[config.mk]
export PLATFORM = sky130hd
export DESIGN_NAME = cycle_controller
export DESIGN_NICKNAME = d
export VERILOG_FILES = /design/src/rtl/cpu_pkg.sv /design/src/rtl/bus_wait_timer.sv /design/src/rtl/cycle_controller.sv
export SDC_FILE = /design/constraint.sdc
export NUM_CORES = 1
export LEC_CHECK = 0
export CORE_AREA = 2 2 106 108
export CTS_CLUSTER_SIZE = 10
export DETAILED_ROUTE_END_ITERATION = 8
export DIE_AREA = 0 0 108 110
export PLACE_DENSITY = 0.83
export SLEW_MARGIN = 25
export SYNTH_ARGS = -nofsm -noshare
export SYNTH_HDL_FRONTEND = slang
export SYNTH_SLANG_ARGS = --single-unit
[constraint.sdc]
create_clock -name clk -period 4.06 [get_ports clk]
set_input_delay 0.406 -clock clk [delete_from_list [all_inputs] [get_ports clk]]
set_output_delay 0.406 -clock clk [all_outputs]
set_load 0.01 [all_outputs]
[src/rtl/cpu_pkg.sv]
// Shared CPU definitions: controller FSM states, bus phase encoding and
// common widths used by the cycle controller and its wait timer.
package cpu_pkg;

  typedef enum logic [1:0] {
    FETCH = 2'd0,
    EXEC  = 2'd1,
    HALT  = 2'd2
  } cpu_state_e;

  // Phase reported to the PC unit on the `state` output.
  localparam logic PHASE_FETCH = 1'b0;
  localparam logic PHASE_EXEC  = 1'b1;

  localparam logic [3:0] BE_WORD    = 4'b1111;
  localparam int         WAIT_CNT_W = 8;

endpackage

[src/rtl/bus_wait_timer.sv]
// Counts waitrequest cycles of the current bus access and raises a sticky
// bus error when an access has been stretched for WAIT_LIMIT cycles.
module bus_wait_timer
  import cpu_pkg::*;
#(
  parameter int WAIT_LIMIT = 64
) (
  input  logic clk,
  input  logic reset,
  input  logic busy,
  input  logic waitrequest,
  output logic timeout,
  output logic bus_error
);

  localparam logic [WAIT_CNT_W-1:0] LIMIT = WAIT_CNT_W'(WAIT_LIMIT);

  logic [WAIT_CNT_W-1:0] count;

  // Fires on the cycle whose waitrequest brings the count to LIMIT, so the
  // controller can leave the access on that very edge.
  assign timeout = busy && waitrequest && (count == LIMIT - 1'b1);

  // NOTE: sequential state uses non-blocking assignments so every register
  // samples pre-edge values, and reset here is synchronous to clk.
  always_ff @(posedge clk) begin
    if (reset) begin
      count     <= '0;
      bus_error <= 1'b0;
    end else begin
      if (!busy || !waitrequest) begin
        count <= '0;
      end else if (count != LIMIT) begin
        count <= count + 1'b1;
      end
      if (timeout) begin
        bus_error <= 1'b1;
      end
    end
  end

endmodule

[src/rtl/cycle_controller.sv]
// Multi-cycle CPU bus sequencer: alternates instruction fetch and execute
// phases on a waitrequest-style memory bus, halting on stop or timeout.
module cycle_controller
  import cpu_pkg::*;
#(
  parameter int WAIT_LIMIT = 64
) (
  input  logic        clk,
  input  logic        reset,
  input  logic        active,
  input  logic [31:0] pc_addr,
  input  logic [31:0] data_addr,
  input  logic        is_load,
  input  logic        is_store,
  input  logic [31:0] store_data,
  input  logic [3:0]  store_be,
  input  logic        waitrequest,
  input  logic [31:0] readdata,
  output logic        state,
  output logic        stall,
  output logic [31:0] mem_address,
  output logic        mem_read,
  output logic        mem_write,
  output logic [31:0] mem_writedata,
  output logic [3:0]  mem_byteenable,
  output logic [31:0] instruction_word,
  output logic [31:0] load_data,
  output logic        load_valid,
  output logic        bus_error
);

  cpu_state_e  cur_state, next_state;
  logic [31:0] ir;
  logic        ir_load;
  logic        load_done;
  logic        timeout;

  bus_wait_timer #(.WAIT_LIMIT(WAIT_LIMIT)) u_wait_timer (
    .clk         (clk),
    .reset       (reset),
    .busy        (mem_read | mem_write),
    .waitrequest (waitrequest),
    .timeout     (timeout),
    .bus_error   (bus_error)
  );

  always_ff @(posedge clk) begin
    if (reset) begin
      cur_state  <= FETCH;
      ir         <= '0;
      load_data  <= '0;
      load_valid <= 1'b0;
    end else begin
      cur_state  <= next_state;
      load_valid <= load_done;
      if (ir_load)   ir        <= readdata;
      if (load_done) load_data <= readdata;
    end
  end

  // NOTE: every output of this block is given a default first so no path
  // leaves a signal unassigned and infers a latch.
  always_comb begin
    next_state     = cur_state;
    state          = PHASE_FETCH;
    stall          = 1'b0;
    mem_address    = pc_addr;
    mem_read       = 1'b0;
    mem_write      = 1'b0;
    mem_writedata  = '0;
    mem_byteenable = BE_WORD;
    ir_load        = 1'b0;
    load_done      = 1'b0;

    unique case (cur_state)
      FETCH: begin
        mem_read = active;
        stall    = waitrequest;
        if (!active) begin
          next_state = HALT;
        end else if (!waitrequest) begin
          next_state = EXEC;
          ir_load    = 1'b1;
        end else if (timeout) begin
          next_state = HALT;
        end
      end
      EXEC: begin
        state       = PHASE_EXEC;
        mem_address = data_addr;
        // A load wins when the decoder flags both.
        if (is_load) begin
          mem_read = 1'b1;
        end else if (is_store) begin
          mem_write      = 1'b1;
          mem_writedata  = store_data;
          mem_byteenable = store_be;
        end
        if (!(is_load || is_store)) begin
          next_state = FETCH;
        end else if (!waitrequest) begin
          next_state = FETCH;
          load_done  = is_load;
        end else begin
          stall = 1'b1;
          if (timeout) next_state = HALT;
        end
      end
      HALT: begin
        stall = 1'b1;
      end
      default: begin
        next_state = HALT;
        stall      = 1'b1;
      end
    endcase

    // Reset abandons any access in flight without waiting for a clock edge.
    if (reset) begin
      state       = PHASE_FETCH;
      stall       = 1'b1;
      mem_read    = 1'b0;
      mem_write   = 1'b0;
      mem_address = pc_addr;
      ir_load     = 1'b0;
      load_done   = 1'b0;
    end
  end

  assign instruction_word = ir_load ? readdata : ir;

endmodule
After elaboration in Yosys (flattened, before gate mapping)
Index checks and enable logic that the tools add are counted.
{"block": "word_totals", "ff_bits": 76, "in_bits": 138, "output_inout_bits": 138}
{"block": "classes", "add_sub_neg": 1, "n_eq_ne": 4, "mux": 36, "bitwise_logic": 1, "reduce_logical": 8}
{"op": "32-bit 2-to-1 mux", "count": 6}
{"op": "1-bit 2-to-1 mux", "count": 19}
{"op": "4-bit 2-to-1 mux", "count": 3}
{"op": "2-bit 2-to-1 mux", "count": 5}
{"op": "8-bit by 1-bit adder with 8-bit output (second input constant)", "count": 1}
{"op": "8-bit by 6-bit equality test with 1-bit output (second input constant)", "count": 1}
{"op": "8-bit by 7-bit inequality test with 1-bit output (second input constant)", "count": 1}
{"op": "2-bit case mux with 3 select lines", "count": 1}
{"op": "1-bit case mux with 2 select lines", "count": 2}
{"op": "2-bit by 1-bit equality test with 1-bit output (second input constant)", "count": 1}
{"op": "2-bit equality test (second input constant)", "count": 1}
{"op": "1-bit logical AND", "count": 2}
{"op": "1-bit zero test", "count": 2}
{"op": "2-bit zero test", "count": 1}
{"op": "1-bit logical OR", "count": 2}
{"op": "2-bit OR reduction", "count": 1}
{"op": "1-bit OR", "count": 1}

Longest topological paths before layout
Gate-level depths: netlist of run 1.
{"block": "logic_depth", "ltp_word": 11, "ltp_mapped": 6, "depth_no_buf": 5}

Modules after synthesis
A second synthesis of run 1 with hierarchy kept.
{"block": "unflattened", "hier_cells": 438, "hier_area_um2": 4250.3}
{"mod": "cycle_controller", "n_inst": 1, "cells_each": 385, "area_per_inst_um2": 3787.4}
{"mod": "bus_wait_timer", "n_inst": 1, "cells_each": 53, "area_per_inst_um2": 462.9}

Least setup slack after synthesis of run 1
Ideal clock, no wire load.
{"block": "synth_path", "kind": "input to output", "from": "input is_store", "to": "output mem_writedata[20]", "t_arrival_ns": 1.448, "t_required_ns": 3.654, "path_slack_ns": 2.206, "cell_stages": 3, "n_path_buf": 1, "cell_sequence": "nor4bb_1 > clkbuf_1 > and2_1"}
{"block": "synth_between", "elab_chain_cells": 3}
{"item": "start, declared", "line": "cycle_controller.sv:14", "text": "input logic is_store,"}
{"item": "32-bit 2-to-1 mux", "line": "cycle_controller.sv:94", "text": "end else if (is_store) begin"}
{"item": "32-bit 2-to-1 mux", "line": "cycle_controller.sv:92", "text": "if (is_load) begin"}
{"item": "32-bit 2-to-1 mux", "line": "cycle_controller.sv:75", "text": "unique case (cur_state)"}
{"item": "end, declared", "line": "cycle_controller.sv:24", "text": "output logic [31:0] mem_writedata,"}
Every way passes these cells.

Final worst setup path of run 1
{"block": "layout_path", "from": "input is_store", "to": "output mem_writedata[24]"}
The elaborated chain is that of the path after synthesis.

==> flow_summary_export.csv, run 1 <==
group,metric,value,unit
worst_setup_path,critical_path.max_fanout,19,
worst_setup_path,worst-endpoint-arrival,2.57,ns
timing,drv_slew,0,
layout,mostFrequentLayoutCells,"clkdlybuf4s50_1 (275), dfxtp_1 (76), nand2_1 (68), mux2_2 (59), and2_1 (35)",
detailed_routing,firstDrtPassIters,4,
detailed_routing,drt-met1-wl,4.981,mm
power_and_ir_drop,p_switching,0.0003951,W
layout,nFillCells,889,
layout,seq_area,1521,um^2
floorplan,io_pins,276,
logic_synthesis,ys_warn_count,0,
detailed_routing,ant_nets,0,
power_and_ir_drop,clockPowerShare,0.363,
global_route,grt_util_all_layers,0.2169,
placed_design,dp.cells,776,
cts,clockBufferDepth,2,
cts,cts-root-buf,"clkbuf_8",
global_route,grt_pass1_wl,19.56,mm
floorplan,die_h,110,um
detailed_routing,routed-via-count,3628,
layout,drive_above_1_share,0.1718,
logic_synthesis,synth_cell_types,35,
global_route,grt_max_degree,66,
worst_setup_path,path_class,"primary input to output pin",
floorplan,start_util,0.3338,
logic_synthesis,synth_fp_nets,519,
power_and_ir_drop,irDropWorstVdd,0.0001558,V
power_and_ir_drop,p_int,0.001337,W
placed_design,portBuffers,275,
outcome,status,"finished, final reports clean",
cts,cts_sinks,76,
layout,fin_area,6660,um^2
placed_design,dp_hpwl,10.59,mm
detailed_routing,avgRoutedWirePerCell,16.39,um
logic_synthesis,syn_area_per_cell,9.422,um^2
placed_design,postPlaceCellArea,6441,um^2
worst_hold_path,worstHoldPathType,"flip-flop to flip-flop",
logic_synthesis,syn_area,3571,um^2
placed_design,routabilityCongestion,0.9202,
timing,tightest_slew,0.9285,ns
timing,finalSetupViolCount,0,
timing,fin_crit,2.978,ns
global_route,grt_antenna_before_repair,0,
flow_run,drv_cap,0,
layout,final_cells,792,
global_route,overflow,0,
logic_synthesis,yosysSeqAreaShare,0.4261,
power_and_ir_drop,comb_power_share,0.196,
detailed_routing,drt_iter0_markers,170,
power_and_ir_drop,power.leakage,2.518,nW
detailed_routing,top_layer,"met4",
layout,n_antenna_cell,0,
detailed_routing,wl_met3,1.121,mm
layout,area_growth,86.51,%
cts,cts_hold_buffers,0,
timing,timing.fmax,335.8,MHz
logic_synthesis,ys_ff_latch,76,
detailed_routing,via_per_inst,4.581,
logic_synthesis,syn_inst,379,
timing,rsz0062_at_grt,"false",
floorplan,rows,38,
cts,clkSlewWorstSetupHoldPaths,0.08,ns
cts,cts_tree,"yes",
power_and_ir_drop,seqPwrFrac,0.442,
cts,cts_max_level,3,
cts,numCtsBuffers,9,
timing,finalHoldViolCount,0,
worst_setup_path,required,3.65,ns
power_and_ir_drop,switching_share,0.2281,
layout,final_common_cell,"clkdlybuf4s50_1",
detailed_routing,wl_met2,6.446,mm
power_and_ir_drop,power.density,260.1,nW/um^2
layout,multi_input_area,1946,um^2
cts,cts_setup_buffers,0,
worst_setup_path,endpoint_kind,"output pin",
cts,post_cts_resized,0,
detailed_routing,route.detailed.drc,0,
timing,finalSetupTns,0,ns
worst_setup_path,cp-start-kind,"primary input",
cts,clk_latency,0.34,ns
timing,post-route-period-util,0.7334,
layout,fin_util,0.6226,
floorplan,core_area,10700,um^2
floorplan,die_area,11880,um^2
floorplan,die_x,108,um
layout,layout.nets,787,
timing,holdWs,0.4564,ns
timing,maxSlewHeadroom,0.3772,
timing,skew,0.008447,ns
global_route,grt_pass1_vias,3726,
detailed_routing,wirelength,12.98,mm
==> sequential cells by signal (all words and copies together) (netlist names) <==
| signal | count |
|---|---|
| ir | 32 |
| u_wait_timer.count | 8 |
| u_wait_timer.bus_error | 1 |
| load_data | 32 |
| load_valid | 1 |
| cur_state | 2 |
==> kinds of logic after synthesis <==
kind of cell	count (synthesis)	share of synthesized area
AO/OA/AOI/OAI	36	0.05361
flip-flops	76	0.4261
multiplexers	66	0.2074
XOR/XNOR	7	0.01717
buffers and inverters	26	0.03434
adder cells (fa/ha/maj)	2	0.007007
AND/OR/NAND/NOR	166	0.2544
==> layout make-up <==
type                       count  share of cell area
inverter                       3            0.001691
multi-input combinational    277              0.2921
timing repair buffer         280              0.4189
tap                          140             0.02630
sequential                    76              0.2284
clock buffer                  11             0.01973
clock inverter                 5             0.01277
==> final timing paths <==
path / endpoint / from / cells past startpoint / slack (ns)
worst max-delay path: mem_writedata[24] / is_store / 5 / 1.08
worst min register to register: load_data[26] / load_data[26] / 2 / 0.46
worst min-delay path: load_data[26] / load_data[26] / 2 / 0.46
worst max register to register: load_data[18] / cur_state[0] / 4 / 1.79
==> stage by stage <==
stage / total power, W / setup WS (ns)
finish: 0.001732 / 1.082
global route: 0.001806 / 0.9325
CTS: 0.001751 / 1.059
detailed placement: 0.001122 / 1.064
global placement: 0.001117 / 1.166
floorplan: 0.0008793 / 2.206
==> power by group through the flow <==
stage	clock network [W]	logic, W	registers (W)
2_1_floorplan	0	0.0000971	0.000782
3_3_place_gp	0	0.000335	0.000782
3_5_place_dp	0	0.000339	0.000783
4_1_cts	0.000644	0.000341	0.000765
5_1_grt	0.000679	0.000360	0.000767
6_report	0.000628	0.000339	0.000765
==> routing by layer <==
metal	vias to the layer above	global-route usage
li1	1793	-
met1	1649	0.2371
met2	159	0.3827
met3	27	0.07878
met4	0	0.08700
met5	-	0
==> synth_stat cells (all sizes together) <==
cell type | count | area [um^2]
and2 | 64 | 436.7
nand2b | 1 | 6.260
mux2 | 64 | 720.7
nor4 | 1 | 6.260
o211a | 1 | 10.01
nand3 | 3 | 15.01
and3 | 1 | 6.260
and4 | 1 | 8.760
and3b | 2 | 17.52
xor2 | 5 | 43.79
inv | 3 | 11.26
o21a | 1 | 7.510
or2b | 4 | 30.03
nor4bb | 1 | 10.01
mux2i | 2 | 20.02
o31a | 1 | 8.760
xnor2 | 2 | 17.52
nand4 | 2 | 12.51
nor2 | 12 | 45.04
nor3b | 2 | 31.28
or3b | 1 | 8.760
nand4b | 1 | 8.760
nand2 | 68 | 255.2
buf | 11 | 65.06
ha | 2 | 25.02
o21ai | 33 | 165.2
dfxtp | 76 | 1521
clkbuf | 12 | 46.29
nor3 | 2 | 10.01
==> critical path, cell delays in order <==
cell and delay [ns]:
clkdlybuf4s50_1 0.53, nor4bb_4 0.63, buf_4 0.30, and2_2 0.16, clkdlybuf4s50_1 0.54
No activity file was read; power rests on OpenSTA's default activity.
==> run 2: changes to the inputs <==
Clock period 4.06 ns to 2.9 ns, I/O delays scaled along.
==> run 2 against run 1 <==
Compared with the run above:
- core utilization grew 0.54 points
- global-route usage grew 0.38 points
- combinational power grew 41%
- sequential power grew 40%
- worst setup slack lost 0.72 ns
- cell count grew 0.13%
- first-iteration DRC count shrank 19%
- wire length grew 3.0%
- hold slack lost 0.0032 ns
- power grew 45%
- largest cell class unchanged
==> flow_summary_export.csv, run 2 (same netlist as run 1, synthesis figures left out) <==
group,metric,value,unit
detailed_routing,routed-via-count,3612,
timing,finalSetupTns,0,ns
timing,holdWs,0.4532,ns
detailed_routing,drt_iter0_markers,137,
outcome,status,"finished, final reports clean",
cts,cts-root-buf,"clkbuf_8",
timing,drv_slew,0,
cts,cts_max_level,3,
detailed_routing,firstDrtPassIters,4,
worst_hold_path,worstHoldPathType,"flip-flop to flip-flop",
timing,fin_crit,2.536,ns
worst_setup_path,worst-endpoint-arrival,2.25,ns
global_route,grt_util_all_layers,0.2207,
detailed_routing,avgRoutedWirePerCell,16.87,um
timing,finalSetupViolCount,0,
power_and_ir_drop,irDropWorstVdd,0.0002271,V
cts,clk_latency,0.34,ns
placed_design,dp_hpwl,10.95,mm
floorplan,io_pins,276,
timing,post-route-period-util,0.8743,
floorplan,die_area,11880,um^2
floorplan,die_x,108,um
layout,mostFrequentLayoutCells,"clkdlybuf4s50_1 (275), dfxtp_1 (76), nand2_1 (68), mux2_2 (59), and2_1 (35)",
worst_setup_path,critical_path.max_fanout,35,
worst_setup_path,path_class,"flip-flop to output pin",
timing,timing.fmax,394.4,MHz
placed_design,routabilityCongestion,0.8853,
global_route,met3_usage,0.08172,
layout,final_common_cell,"clkdlybuf4s50_1",
global_route,grt_pass1_wl,19.67,mm
global_route,grt_max_degree,51,
global_route,grtUsageMet2,0.4039,
detailed_routing,ant_nets,0,
cts,cts_tree,"yes",
power_and_ir_drop,power,0.002507,W
layout,reg.largest.list,"ir (32), load_data (32), u_wait_timer.count (8)",
layout,drive_above_1_share,0.1761,
cts,cts_sinks,76,
timing,tightest_slew,0.5539,ns
timing,worst_slack,0.3645,ns
worst_setup_path,cp-start-kind,"flip-flop",
global_route,gr-max-usage-layer,"met2",
timing,finalHoldViolCount,0,
cts,cts_setup_buffers,0,
layout,area_growth,88.12,%
placed_design,dp_slack,0.3784,ns
timing,maxSlewHeadroom,0.6273,
detailed_routing,via_per_inst,4.555,
layout,layout.nets,789,
global_route,global_route.usage.met1,0.2355,
power_and_ir_drop,power.leakage,2.555,nW
cts,numCtsBuffers,9,
global_route,grt_antenna_before_repair,0,
power_and_ir_drop,power.density,373.2,nW/um^2
flow_run,drv_cap,0,
detailed_routing,route.detailed.drc,0,
global_route,grt_pass1_vias,3671,
timing,rsz0062_at_grt,"false",
floorplan,die_h,110,um
layout,n_antenna_cell,0,
cts,clkSlewWorstSetupHoldPaths,0.08,ns
cts,cts_hold_buffers,0,
cts,post_cts_resized,0,
floorplan,start_util,0.3338,
floorplan,rows,38,
floorplan,core_area,10700,um^2
detailed_routing,wirelength,13.38,mm
worst_setup_path,required,2.61,ns
worst_setup_path,endpoint_kind,"output pin",
cts,clockBufferDepth,2,
placed_design,portBuffers,275,
global_route,overflow,0,
timing,skew,0.008498,ns
==> run 2: cell types whose count changed in the layout (fill, tap and decap cells not counted), sizes merged <==
cell      before  now
clkbuf        11    9
buf            5    7
clkinvlp       1    0
bufinv         2    3
clkinv         2    3
==> run 2: power breakdown <==
part           internal (W)  total (W)  switching, W
combinational      0.000323   0.000479      0.000157
clock              0.000570   0.000956      0.000386
sequential          0.00106    0.00107     0.0000100
total               0.00195    0.00251      0.000553
==> run 2: layout make-up <==
type | count | area, um^2
clock buffer | 9 | 123.9
multi-input combinational | 277 | 1943
clock inverter | 6 | 112.6
timing repair buffer | 282 | 2830
inverter | 3 | 11.26
fill | 880 | 3980
tap | 140 | 175.2
sequential | 76 | 1521
==> run 2: metrics by stage <==
stage	std cells	utilization	area, um^2
after floorplan	379	-	3571
after global placement	778	0.6058	6481
after detailed placement	778	0.6058	6481
after CTS	793	0.6280	6718
after global routing	793	0.6280	6718
final	793	0.6280	6718
==> run 2: critical path: stages, from the launching register on <==
cell             delay [ns]
dfxtp_1                0.48
nor3b_4                0.28
buf_12                 0.24
mux2_2                 0.39
clkdlybuf4s50_1        0.49
==> run 2: final timing paths <==
path                  from              end  slack, ns  depth (start not counted)
max reg2reg   cur_state[0]    load_data[21]       1.04                          5
min          load_data[25]    load_data[25]       0.45                          2
min reg2reg  load_data[25]    load_data[25]       0.45                          2
max           cur_state[0]  mem_address[13]       0.36                          4
==> run 2: metal layers <==
metal  wire, um  part of all wire  vias to the layer above
met1       5101              0.38                     1636
met3       1139             0.085                       26
met2       6855              0.51                      155
met4        282             0.021                        0
met5          0                 0                        -
li1           -                 -                     1795
